**src/rtl/fpga3d_pkg.sv**
```systemverilog
// Shared types and constants for the vertex front end.
package fpga3d_pkg;

  localparam logic [31:0] FP_ONE              = 32'h3f800000;
  localparam int          WORDS_PER_VERT_FULL = 4;
  localparam int          WORDS_PER_VERT_XYZ  = 3;

  typedef enum logic [1:0] {
    VF_IDLE,
    VF_ISSUE,
    VF_COLLECT,
    VF_PRESENT
  } vf_state_t;

endpackage

```
**src/rtl/vertex_fetch_if.sv**
```systemverilog
// Vertex output handshake: assembled position words plus valid/ready and last-vertex flag.
interface vertex_fetch_if;
  logic [3:0][31:0] pos_out;
  logic             valid_out;
  logic             obj_done_out;
  logic             ready_in;

  modport master (output pos_out, valid_out, obj_done_out, input ready_in);
  modport slave  (input pos_out, valid_out, obj_done_out, output ready_in);
endinterface

```
**src/rtl/vertex_fetch.sv**
```systemverilog
// Walks the vertex ROM, assembles float32 words into vertices and hands them downstream.
// Build option VERTEX_FETCH_W_FORCE_EN: read x,y,z only (stride 3) and force w to 1.0.
module vertex_fetch
  import fpga3d_pkg::*;
#(
  parameter int NUM_VERTS   = 36,
  parameter int ROM_LATENCY = 2,
  parameter int ADDR_W      = 8
) (
  input  logic              clk_in,
  input  logic              rst_in,
  input  logic              start_in,
  input  logic [31:0]       rom_data_in,
  output logic [ADDR_W-1:0] rom_addr_out,
  output logic              busy_out,
  vertex_fetch_if.master    vf
);

`ifdef VERTEX_FETCH_W_FORCE_EN
  localparam int WPV = WORDS_PER_VERT_XYZ;
`else
  localparam int WPV = WORDS_PER_VERT_FULL;
`endif
  localparam int             VIW      = (NUM_VERTS > 1) ? $clog2(NUM_VERTS) : 1;
  localparam logic [VIW-1:0] LAST_IDX = VIW'(NUM_VERTS - 1);

  vf_state_t               state_reg;
  logic [VIW-1:0]          vert_idx_reg;
  logic [2:0]              iss_cnt_reg;
  logic [1:0]              cap_cnt_reg;
  logic                    addr_valid_reg;
  logic [ROM_LATENCY-1:0]  tag_reg;
  logic [3:0][31:0]        pos_reg;
  logic                    valid_reg;
  logic                    done_reg;
  logic                    busy_reg;
  logic [ADDR_W-1:0]       addr_reg;

  // Tag pipeline: bit ROM_LATENCY-1 is high in the cycle the requested word is on rom_data_in.
  always_ff @(posedge clk_in) begin
    if (!rst_in) begin
      tag_reg <= '0;
    end else begin
      tag_reg[0] <= addr_valid_reg;
      for (int i = 1; i < ROM_LATENCY; i++) begin
        tag_reg[i] <= tag_reg[i-1];
      end
    end
  end

  always_ff @(posedge clk_in) begin
    if (!rst_in) begin
      state_reg      <= VF_IDLE;
      vert_idx_reg   <= '0;
      iss_cnt_reg    <= '0;
      cap_cnt_reg    <= '0;
      addr_valid_reg <= 1'b0;
      pos_reg        <= '0;
      valid_reg      <= 1'b0;
      done_reg       <= 1'b0;
      busy_reg       <= 1'b0;
      addr_reg       <= '0;
    end else begin
      case (state_reg)
        VF_IDLE: begin
          if (start_in) begin
            state_reg      <= VF_ISSUE;
            busy_reg       <= 1'b1;
            vert_idx_reg   <= '0;
            addr_reg       <= '0;
            addr_valid_reg <= 1'b1;
            iss_cnt_reg    <= 3'd1;
            cap_cnt_reg    <= '0;
          end
        end
        VF_ISSUE: begin
          if (iss_cnt_reg == 3'(WPV)) begin
            addr_valid_reg <= 1'b0;
            state_reg      <= VF_COLLECT;
          end else begin
            addr_reg    <= addr_reg + 1'b1;
            iss_cnt_reg <= iss_cnt_reg + 3'd1;
          end
        end
        VF_COLLECT: ;
        VF_PRESENT: begin
          if (vf.ready_in) begin
            valid_reg <= 1'b0;
            done_reg  <= 1'b0;
            if (done_reg) begin
              state_reg <= VF_IDLE;
              busy_reg  <= 1'b0;
            end else begin
              // Next vertex base directly follows the last word of this one.
              vert_idx_reg   <= vert_idx_reg + 1'b1;
              addr_reg       <= addr_reg + 1'b1;
              addr_valid_reg <= 1'b1;
              iss_cnt_reg    <= 3'd1;
              state_reg      <= VF_ISSUE;
            end
          end
        end
        default: state_reg <= VF_IDLE;
      endcase

      // Words return in issue order, the first ones already while still issuing.
      if (tag_reg[ROM_LATENCY-1]) begin
        pos_reg[cap_cnt_reg] <= rom_data_in;
        if (cap_cnt_reg == 2'(WPV - 1)) begin
          cap_cnt_reg <= '0;
          state_reg   <= VF_PRESENT;
          valid_reg   <= 1'b1;
          done_reg    <= (vert_idx_reg == LAST_IDX);
`ifdef VERTEX_FETCH_W_FORCE_EN
          pos_reg[3]  <= FP_ONE;
`endif
        end else begin
          cap_cnt_reg <= cap_cnt_reg + 2'd1;
        end
      end
    end
  end

  assign rom_addr_out    = addr_reg;
  assign busy_out        = busy_reg;
  assign vf.valid_out    = valid_reg;
  assign vf.obj_done_out = done_reg;

  for (genvar gi = 0; gi < 4; gi++) begin : g_pos
    assign vf.pos_out[gi] = pos_reg[gi];
  end

endmodule
```
**src/flat_wrapper.sv**
```systemverilog
// flat-port wrapper written by rule: the top's interface ports become plain ports
module vertex_fetch_flat import fpga3d_pkg::*;
#(
  parameter int NUM_VERTS   = 36,
  parameter int ROM_LATENCY = 2,
  parameter int ADDR_W      = 8
)
  (clk_in, rst_in, start_in, rom_data_in, rom_addr_out, busy_out, vf_pos_out, vf_valid_out, vf_obj_done_out, vf_ready_in);
  vertex_fetch_if vf_i ();
  input  logic clk_in;
  input  logic rst_in;
  input  logic start_in;
  input  logic [31:0] rom_data_in;
  output logic [ADDR_W-1:0] rom_addr_out;
  output logic busy_out;
  output wire logic [$bits(vf_i.pos_out)-1:0] vf_pos_out;
  output wire logic [$bits(vf_i.valid_out)-1:0] vf_valid_out;
  output wire logic [$bits(vf_i.obj_done_out)-1:0] vf_obj_done_out;
  input wire logic [$bits(vf_i.ready_in)-1:0] vf_ready_in;
  assign vf_pos_out = vf_i.pos_out;
  assign vf_valid_out = vf_i.valid_out;
  assign vf_obj_done_out = vf_i.obj_done_out;
  assign vf_i.ready_in = vf_ready_in;
  vertex_fetch #(.NUM_VERTS(NUM_VERTS), .ROM_LATENCY(ROM_LATENCY), .ADDR_W(ADDR_W)) u_core (.clk_in(clk_in), .rst_in(rst_in), .start_in(start_in), .rom_data_in(rom_data_in), .rom_addr_out(rom_addr_out), .busy_out(busy_out), .vf(vf_i));
endmodule
```
**config.mk**
```make
export PLATFORM = sky130hd
export DESIGN_NAME = vertex_fetch_flat
export DESIGN_NICKNAME = d
export VERILOG_FILES = /design/src/rtl/fpga3d_pkg.sv /design/src/rtl/vertex_fetch_if.sv /design/src/rtl/vertex_fetch.sv /design/src/flat_wrapper.sv
export SDC_FILE = /design/constraint.sdc
export NUM_CORES = 1
export LEC_CHECK = 0
export CORE_UTILIZATION = 40
export CTS_CLUSTER_SIZE = 10
export DETAILED_ROUTE_END_ITERATION = 10
export PLACE_DENSITY = 0.69
export RECOVER_POWER = 50
export SLEW_MARGIN = 15
export SYNTH_ARGS = -nofsm -noshare
export SYNTH_HDL_FRONTEND = slang
export SYNTH_SLANG_ARGS = --single-unit
```
**constraint.sdc**
```tcl
create_clock -name clk_in -period 1.8 [get_ports clk_in]
set_clock_uncertainty 0.05 [all_clocks]
set_input_delay 0.27 -clock clk_in [delete_from_list [all_inputs] [get_ports clk_in]]
set_output_delay 0.27 -clock clk_in [all_outputs]
set_load 0.05 [all_outputs]
```
==> key figures, run 1 <==
Placed design
  – Placed inst area: 0.00780 mm^2
  – PortBufs: 174
  – Placed cells: 1042
  – Dpl ws: -0.0994 ns
  – Detailed placer's ending HPWL: 11300 um
  – RePlAce Congestion: 0.811

STA
  – RSZ-0062 raised after global routing: no
  – Post-layout min period: 1.69 ns
  – Fin. max-slew vios: 0
  – Final setup viols: 0
  – Max Fclk: 591 MHz
  – Slew headroom: 41.0%
  – Tcrit/Tclk final: 93.9%
  – Crit path setup slack, layout: 0.109 ns
  – Hold Vio Cnt, Final: 0
  – Worst slew pin tran: 0.885 ns

CTS
  – Post CTS Setup Buffer Count: 0
  – Clk buf depth: 2
  – CTS Root Cell: clkbuf_16
  – Number of clock sinks: 155
  – Clk_lat worst skew: 0.42 ns
  – CTS tree: yes
  – H-Tree Level Count: 4
  – Hold_buf cts: 0
  – Clk slew on worst S/H paths: 0.06 ns
  – TritonCTS buffer count: 17

Pwr
  – Total power: 7.65 mW
  – Worst vdd ir: 0.000623 V
  – PwrDens: 950 mW/mm^2
  – Leakage: 3.05 nW

Route
  – Via density per instance: 5.03
  – Initial DRC count: 260
  – Final ANT Viol Nets: 0
  – DRT Pass-1 Iters: 4
  – DRC: 0
  – Total number of vias: 5404
  – Avg WL per Cell: 15.5 um
  – Drt total wl: 16600 um

Global routing
  – Largest net degree at the start of global routing: 54
  – First-pass GRT wire length: 27100 um
  – Antenna violations before repair: 0
  – Total global routing overflow: 0
  – Gr usage total: 22.0%
  – Vias in the first global route: 5360

Critical path
  – Kind of start point of the critical path: flop
  – Setup CP Type: reg -> reg
  – Worst-path fanout max: 13
  – Req. time, crit path: 2.09 ns
  – Crit path DAT: 1.98 ns
  – CP endpoint kind: flop

Finish
  – Cell area after layout: 0.00805 mm^2
  – Ant diodes: 0
  – Share of cells above drive strength 1: 8.20%
  – Fin util: 55.1%
  – Finished Layout Cells: 1074
  – Layout area overhead: 34.1%
  – Max reg flops: 128
  – Net count, final: 921

Logic synthesis
  – Synthesized flop and latch total: 155
  – Mapped Area: 0.00600 mm^2
  – Post-Syn Instances: 707
  – Top cell type's share of synthesized area: 51.7%
  – Sequential area share after synthesis: 51.7%
  – Post-synth top area cell: dfxtp_1
  – Main synth FF type: dfxtp_1
  – Post-Syn Nets: 751
  – Number of synthesized flops with an enable pin: 0
  – Synth async-reset ratio: 0%
  – Mapped Avg Cell Area: 8.49 um^2
  – Post-synthesis cell type count: 36
  – Synth area leaders: dfxtp_1 52%, nand2_1 17%, a21boi_0 17%
  – Warnings, synthesis: 0

Floorplanning
  – Die height: 124 um
  – I/O pins: 175
  – Core area: 0.0146 mm^2
  – Die area: 0.0155 mm^2
  – Chip Width: 124 um
  – Starting density of the core: 41.1%
  – Site Rows: 44

Outcome
  – Status: completed

Job
  – Max Cap Viol: 0

Worst hold path
  – Hold crit path type: reg -> reg
-- cells in the final DEF, fill, tap and decap left out, drive strengths merged, types with 6 or more instances in the layout --
cell type | synthesis | final
ha | 8 | 8
inv | 6 | 9
clkbuf | 37 | 99
nor2 | 11 | 11
clkdlybuf4s50 | 0 | 34
nand2 | 268 | 268
a21boi | 133 | 133
buf | 13 | 23
xor2 | 6 | 6
dfxtp | 155 | 155
or3 | 6 | 6
and2 | 11 | 11
o21ai | 10 | 10
a21oi | 11 | 11
nand3 | 6 | 6
dlygate4sd2 | 0 | 64
-- final timing paths --
check	startpoint	endpoint	slack (ns)	cells after the start
min	u_core.tag_reg[0]	u_core.tag_reg[1]	0.38	1
max reg2reg	u_core.iss_cnt_reg[0]	u_core.rom_addr_out[5]	0.11	7
max	u_core.iss_cnt_reg[0]	u_core.rom_addr_out[5]	0.11	7
min reg2reg	u_core.tag_reg[0]	u_core.tag_reg[1]	0.38	1
-- worst max-delay path, cell delays in order (launching register included) --
cell and delay (ns):
dfxtp_1 0.36, inv_1 0.07, ha_1 0.23, nand2_2 0.14, a211oi_4 0.09, buf_12 0.15
or3_1 0.34, a21oi_1 0.19
-- cell type report --
cell class                      count  area, um^2
Timing Repair Buffer              201        1410
Clock buffer                       19         453
Sequential cell                   155        3100
Tap cell                          184         230
Fill cell                        1407        6540
Multi-Input combinational cell    496        2660
Inverter                            6        22.5
Clock inverter                     13         163
-- routing by layer --
layer	wire length, um	global-route usage (%)	vias up
li1	-	-	2642
met2	8210	37.4	163
met5	0	0	-
met1	7140	26.2	2574
met4	325	8.22	0
met3	928	6.53	25
-- metrics by stage --
stage | hold WS, ns | setup TNS, ns
2_1_floorplan | 0.362 | 0
3_3_place_gp | 0.366 | -0.0514
3_5_place_dp | 0.373 | -0.332
4_1_cts | 0.271 | 0
5_1_grt | 0.424 | 0
6_report | 0.384 | 0
-- repair_timing --
item                       CTS  global route
resized for setup           64             2
setup endpoints to repair   64             4
pin swaps                    0             0
-- where the power goes --
group / switching [mW] / internal, mW / leakage [nW] / total [mW]
combinational: 0.264 / 0.187 / 1.50 / 0.451
sequential: 0.0251 / 3.46 / 1.25 / 3.49
clock: 1.44 / 2.26 / 0.296 / 3.71
total: 1.73 / 5.91 / 3.05 / 7.65
-- synthesized netlist by cell type (3+ instances only) --
library cell and count:
clkbuf_1 37, o21ai_0 4, a21boi_0 132, and2_1 11, o21ai_1 6, xor2_1 6, dfxtp_1 155, nand4_1 5
buf_6 3, nand3_1 6, nor2b_1 4, a21oi_1 10, ha_1 8, nor2_1 11, inv_1 6, nand2_1 268
buf_2 9, or3_1 6
-- logic make-up after synthesis --
group | after synthesis | share of synthesized area (%)
adder cells (fa/ha/maj) | 8 | 1.67
multiplexers | 1 | 0.167
buffers and inverters | 56 | 4.07
XOR/XNOR | 6 | 0.876
AO/OA/AOI/OAI | 163 | 19.8
AND/OR/NAND/NOR | 318 | 21.7
flip-flops | 155 | 51.7
Note: power is estimated with default switching activity, not from simulation.
==> inputs of run 2 (changes only) <==
--- a/config.mk
+++ b/config.mk
@@ -5,6 +5,7 @@
 export SDC_FILE = /design/constraint.sdc
 export NUM_CORES = 1
 export LEC_CHECK = 0
+export CORE_MARGIN = 5
 export CORE_UTILIZATION = 40
 export CTS_CLUSTER_SIZE = 10
 export DETAILED_ROUTE_END_ITERATION = 10
==> key figures, run 2 (synthesis gave the netlist of run 1 again) <==
Outcome
  – Status: completed

Finish
  – Commonest non-fill, non-tap cell in the layout: nand2_1
  – Most frequent cells in the layout: 267 x nand2_1, 154 x dfxtp_1, 132 x a21boi_0
  – Layout area overhead: 31.9%
  – Ant diodes: 0
  – Fillers: 1417
  – Finished Layout Cells: 1075
  – Sequential Area: 0.00310 mm^2
  – Cell area after layout: 0.00792 mm^2
  – Share of cells above drive strength 1: 7.74%
  – Fin util: 54.0%
  – Area occupied by multi-input gates: 0.00267 mm^2
  – Max reg flops: 128
  – Net count, final: 922

Critical path
  – FF-to-FF End: u_core.rom_addr_out[0]
  – Reg-to-reg setup timing slack: 0.13 ns
  – CP endpoint kind: flop
  – Cell depth of the worst flop-to-flop path: 7
  – Setup CP Type: reg -> reg
  – Kind of start point of the critical path: flop
  – Worst-path fanout max: 6
  – Crit path DAT: 1.92 ns
  – RR Startpoint: u_core.iss_cnt_reg[0]
  – Req. time, crit path: 2.06 ns

Pwr
  – Seq pwr share: 43.8%
  – Switching power: 1.60 mW
  – Worst vdd ir: 0.000608 V
  – Combinational share of power: 5.6%
  – Leakage: 2.77 nW
  – Sw Ratio: 20.0%
  – PwrDens: 1010 mW/mm^2
  – Int Power: 6.38 mW
  – Clock share of power: 50.6%
  – Total power: 7.97 mW

Route
  – Final ANT Viol Nets: 0
  – Via density per instance: 4.97
  – DRT Pass-1 Iters: 4
  – DRC: 0
  – Avg WL per Cell: 15.8 um
  – Total number of vias: 5348
  – Drt total wl: 16900 um
  – Initial DRC count: 285

STA
  – Fin. max-slew vios: 0
  – Tcrit/Tclk final: 92.6%
  – Max Fclk: 600 MHz
  – Setup TNS: 0 ns
  – Crit path setup slack, layout: 0.133 ns
  – RSZ-0062 raised after global routing: no
  – Slew headroom: 34.5%
  – Post-layout min period: 1.67 ns
  – Final setup viols: 0
  – Worst slew pin tran: 0.983 ns
  – Hold WS: 0.227 ns
  – Hold Vio Cnt, Final: 0

Global routing
  – Largest net degree at the start of global routing: 77
  – Global route hottest layer: met2
  – Vias in the first global route: 5330
  – Gr usage total: 19.3%
  – Antenna violations before repair: 0
  – GRT met1 Usage: 23.1%
  – First-pass GRT wire length: 27400 um
  – Met2 usage: 32.3%
  – Total global routing overflow: 0
  – Global-route met3 utilization: 5.81%

Floorplanning
  – Starting density of the core: 41.0%
  – Core area: 0.0146 mm^2
  – Chip Width: 132 um
  – Site Rows: 44
  – Die height: 132 um
  – I/O pins: 175
  – Die area: 0.0176 mm^2

CTS
  – Hold_buf cts: 0
  – TritonCTS buffer count: 17
  – Clk_lat worst skew: 0.41 ns
  – Clk slew on worst S/H paths: 0.06 ns
  – Post CTS Setup Buffer Count: 0
  – Clk buf depth: 2
  – H-Tree Level Count: 4
  – CTS Root Cell: clkbuf_16
  – Number of clock sinks: 155
  – CTS tree: yes

Worst hold path
  – Hold crit path type: in -> reg
  – Hold EP: u_core.iss_cnt_reg[0]
  – Hold_sp: rst_in
  – Worst Hold Depth: 2

Placed design
  – PortBufs: 174
  – Dpl ws: -0.0893 ns
  – Detailed placer's ending HPWL: 11700 um
  – RePlAce Congestion: 0.791
  – Placed cells: 1042
  – Placed inst area: 0.00769 mm^2

Job
  – Max Cap Viol: 0
[run 2: cell type report]
cell class / instances / area share (%)
Tap cell: 184 / 2.91
Inverter: 6 / 0.285
Timing Repair Buffer: 201 / 15.2
Clock inverter: 5 / 1.90
Clock buffer: 27 / 6.73
Sequential cell: 155 / 39.2
Multi-Input combinational cell: 497 / 33.7
[run 2: worst max-delay path, cell delays in order, from the launching register on]
cell      delay [ns]
dfxtp_1         0.32
inv_1           0.09
ha_1            0.18
nand2_2         0.13
a211oi_4        0.39
buf_4           0.19
xor2_1          0.15
nor2_1          0.06
[run 2: how the worst max path moves through the flow]
stage	start	end	slack, ns	depth (start not counted)
6_report	u_core.iss_cnt_reg[0]	u_core.rom_addr_out[0]	0.13	7
5_1_grt	u_core.cap_cnt_reg[0]	u_core.vf.pos_out[62]	0.05	5
4_1_cts	u_core.iss_cnt_reg[0]	u_core.rom_addr_out[0]	0.05	7
3_5_place_dp	vf_ready_in	u_core.rom_addr_out[0]	-0.09	6
3_3_place_gp	vf_ready_in	u_core.rom_addr_out[0]	-0.07	6
2_1_floorplan	u_core.vf.obj_done_out	u_core.iss_cnt_reg[0]	0.13	6
[run 2: metal layers]
metal  share of wire (%)  up-vias
met3                 6.0       27
met5                   0        -
li1                    -     2646
met2                  48      172
met4                 2.3        0
met1                  43     2503
[run 2: power groups by stage]
| stage | registers [mW] | logic, mW | clock network, mW |
|---|---|---|---|
| floorplan | 3.64 | 0.170 | 0 |
| global placement | 3.56 | 0.456 | 0 |
| detailed placement | 3.57 | 0.464 | 0 |
| CTS | 3.49 | 0.462 | 4.11 |
| global route | 3.49 | 0.483 | 4.27 |
| finish | 3.49 | 0.448 | 4.03 |
[run 2: timing repair]
item                                    in CTS  in global routing
resized for setup                           19                  1
pin swaps                                    0                  1
cloned                                       0                  1
endpoints found under the setup margin      19                  7
==> inputs of run 3 (changes only) <==
--- a/config.mk
+++ b/config.mk
@@ -7,10 +7,11 @@
 export LEC_CHECK = 0
 export CORE_MARGIN = 5
 export CORE_UTILIZATION = 40
-export CTS_CLUSTER_SIZE = 10
+export CTS_CLUSTER_SIZE = 24
 export DETAILED_ROUTE_END_ITERATION = 10
 export PLACE_DENSITY = 0.69
 export RECOVER_POWER = 50
+export SETUP_SLACK_MARGIN = 0.2
 export SLEW_MARGIN = 15
 export SYNTH_ARGS = -nofsm -noshare
 export SYNTH_HDL_FRONTEND = slang
==> key figures, run 3 (synthesis gave the netlist of run 1 again) <==
STA
  – Slew headroom: 44.8%
  – Final setup viols: 0
  – Fin. max-slew vios: 0
  – Hold WS: 0.389 ns
  – Hold Vio Cnt, Final: 0
  – RSZ-0062 raised after global routing: yes
  – Post-layout min period: 1.62 ns
  – Tcrit/Tclk final: 90.1%
  – Max Fclk: 616 MHz
  – Worst slew pin tran: 0.828 ns

Floorplanning
  – Core area: 0.0146 mm^2
  – Chip Width: 132 um
  – Die area: 0.0176 mm^2
  – I/O pins: 175
  – Site Rows: 44
  – Starting density of the core: 41.0%
  – Die height: 132 um

Pwr
  – Leakage: 2.69 nW
  – Switching power: 1.63 mW
  – PwrDens: 1000 mW/mm^2
  – Worst vdd ir: 0.000544 V
  – Clock share of power: 50.2%
  – Seq pwr share: 43.7%
  – Sw Ratio: 20.4%
  – Int Power: 6.35 mW
  – Combinational share of power: 6.1%

CTS
  – Hold_buf cts: 0
  – H-Tree Level Count: 4
  – Number of clock sinks: 155
  – TritonCTS buffer count: 17
  – Clk_lat worst skew: 0.41 ns
  – CTS Root Cell: clkbuf_16
  – Clk slew on worst S/H paths: 0.07 ns
  – Clk buf depth: 2
  – CTS tree: yes

Finish
  – Share of cells above drive strength 1: 8.81%
  – Commonest non-fill, non-tap cell in the layout: nand2_1
  – Fin util: 54.3%
  – Net count, final: 929
  – Ant diodes: 0
  – Max reg flops: 128
  – Layout area overhead: 32.4%
  – Most frequent cells in the layout: 267 x nand2_1, 151 x dfxtp_1, 139 x clkbuf_1

Worst hold path
  – Hold crit path type: reg -> reg

Route
  – DRT Pass-1 Iters: 4
  – DRC: 0
  – Total number of vias: 5321
  – Final ANT Viol Nets: 0
  – Drt total wl: 16800 um
  – Via density per instance: 4.92
  – Initial DRC count: 281
  – Avg WL per Cell: 15.6 um

Global routing
  – Met2 usage: 31.4%
  – Global-route met3 utilization: 6.04%
  – Gr usage total: 18.6%
  – Vias in the first global route: 5185
  – Total global routing overflow: 0
  – Largest net degree at the start of global routing: 51
  – Antenna violations before repair: 0
  – GRT met1 Usage: 22.4%
  – Global route hottest layer: met2
  – First-pass GRT wire length: 26600 um

Critical path
  – CP endpoint kind: primary output
  – Crit path DAT: 1.30 ns
  – CP max stage delay: 0.49 ns
  – Worst path bufs/invs: 1
  – Kind of start point of the critical path: flop
  – Req. time, crit path: 1.48 ns
  – Worst-path fanout max: 5
  – Slowest cell on the critical path: clkbuf_1
  – Setup CP Type: reg -> out
  – Delay-heaviest family, CP: buffers and inverters
  – Crit-path cells: clkbuf_1

Placed design
  – PortBufs: 174
  – RePlAce Congestion: 0.777
  – Detailed placer's ending HPWL: 11500 um

Outcome
  – Status: completed

Job
  – Max Cap Viol: 0
## run 3: changes by cell type in the layout (fill, tap and decap cells not counted), moves of 3 or more
cell             change
clkbuf_8             -5
clkbuf_1            +20
dfxtp_2              +3
dfxtp_1              -3
buf_6                +3
clkdlybuf4s15_1      +3
clkbuf_2             -3
dlygate4sd2_1       -19
## run 3: per-stage QoR
step / TNS, ns / power (mW) / instances / setup WS [ns] / instance area, um^2
after floorplan: 0 / 3.81 / 707 / 0.209 / 6010
after global placement: -0.0750 / 4.03 / 1043 / -0.0193 / 7720
after detailed placement: -0.338 / 4.04 / 1043 / -0.0748 / 7720
after CTS: 0 / 8.05 / 1075 / 0.173 / 8390
after global routing: 0 / 8.25 / 1081 / 0.117 / 7950
final: 0 / 7.98 / 1081 / 0.178 / 7950
## run 3: per-layer routing
layer | part of all wire, % | vias up
met5 | 0 | -
met4 | 1.8 | 0
met3 | 6.1 | 20
met2 | 48 | 155
met1 | 44 | 2484
li1 | - | 2662
## run 3: final timing paths
path                                              from                      to  slack [ns]  cells after the start
worst max register to register     u_core.state_reg[0]  u_core.rom_addr_out[2]        0.19                      7
worst min register to register       u_core.tag_reg[0]       u_core.tag_reg[1]        0.39                      1
worst min-delay path                 u_core.tag_reg[0]       u_core.tag_reg[1]        0.39                      1
worst max-delay path            u_core.vf.obj_done_out         vf_obj_done_out        0.18                      1
## run 3: area by class of cell
| cell class | instances | area [um^2] |
|---|---|---|
| inverter | 6 | 22.5 |
| tap | 184 | 230 |
| timing repair buffer | 209 | 1240 |
| multi-input combinational | 496 | 2690 |
| clock inverter | 7 | 188 |
| sequential | 155 | 3110 |
| fill | 1445 | 6700 |
| clock buffer | 24 | 472 |
## run 3: power groups by stage
stage / clock (mW) / sequential, mW / combinational [mW]
2_1_floorplan: 0 / 3.64 / 0.170
3_3_place_gp: 0 / 3.56 / 0.468
3_5_place_dp: 0 / 3.56 / 0.476
4_1_cts: 4.08 / 3.49 / 0.477
5_1_grt: 4.24 / 3.49 / 0.524
6_report: 4.01 / 3.49 / 0.487
## run 3: what timing repair did
item / in CTS / in global routing
hold endpoints to repair: 0 / 0
resized for setup: 36 / 38
pin swaps: 1 / 11
buffers inserted: 1 / 6
setup endpoints to repair: 24 / 49
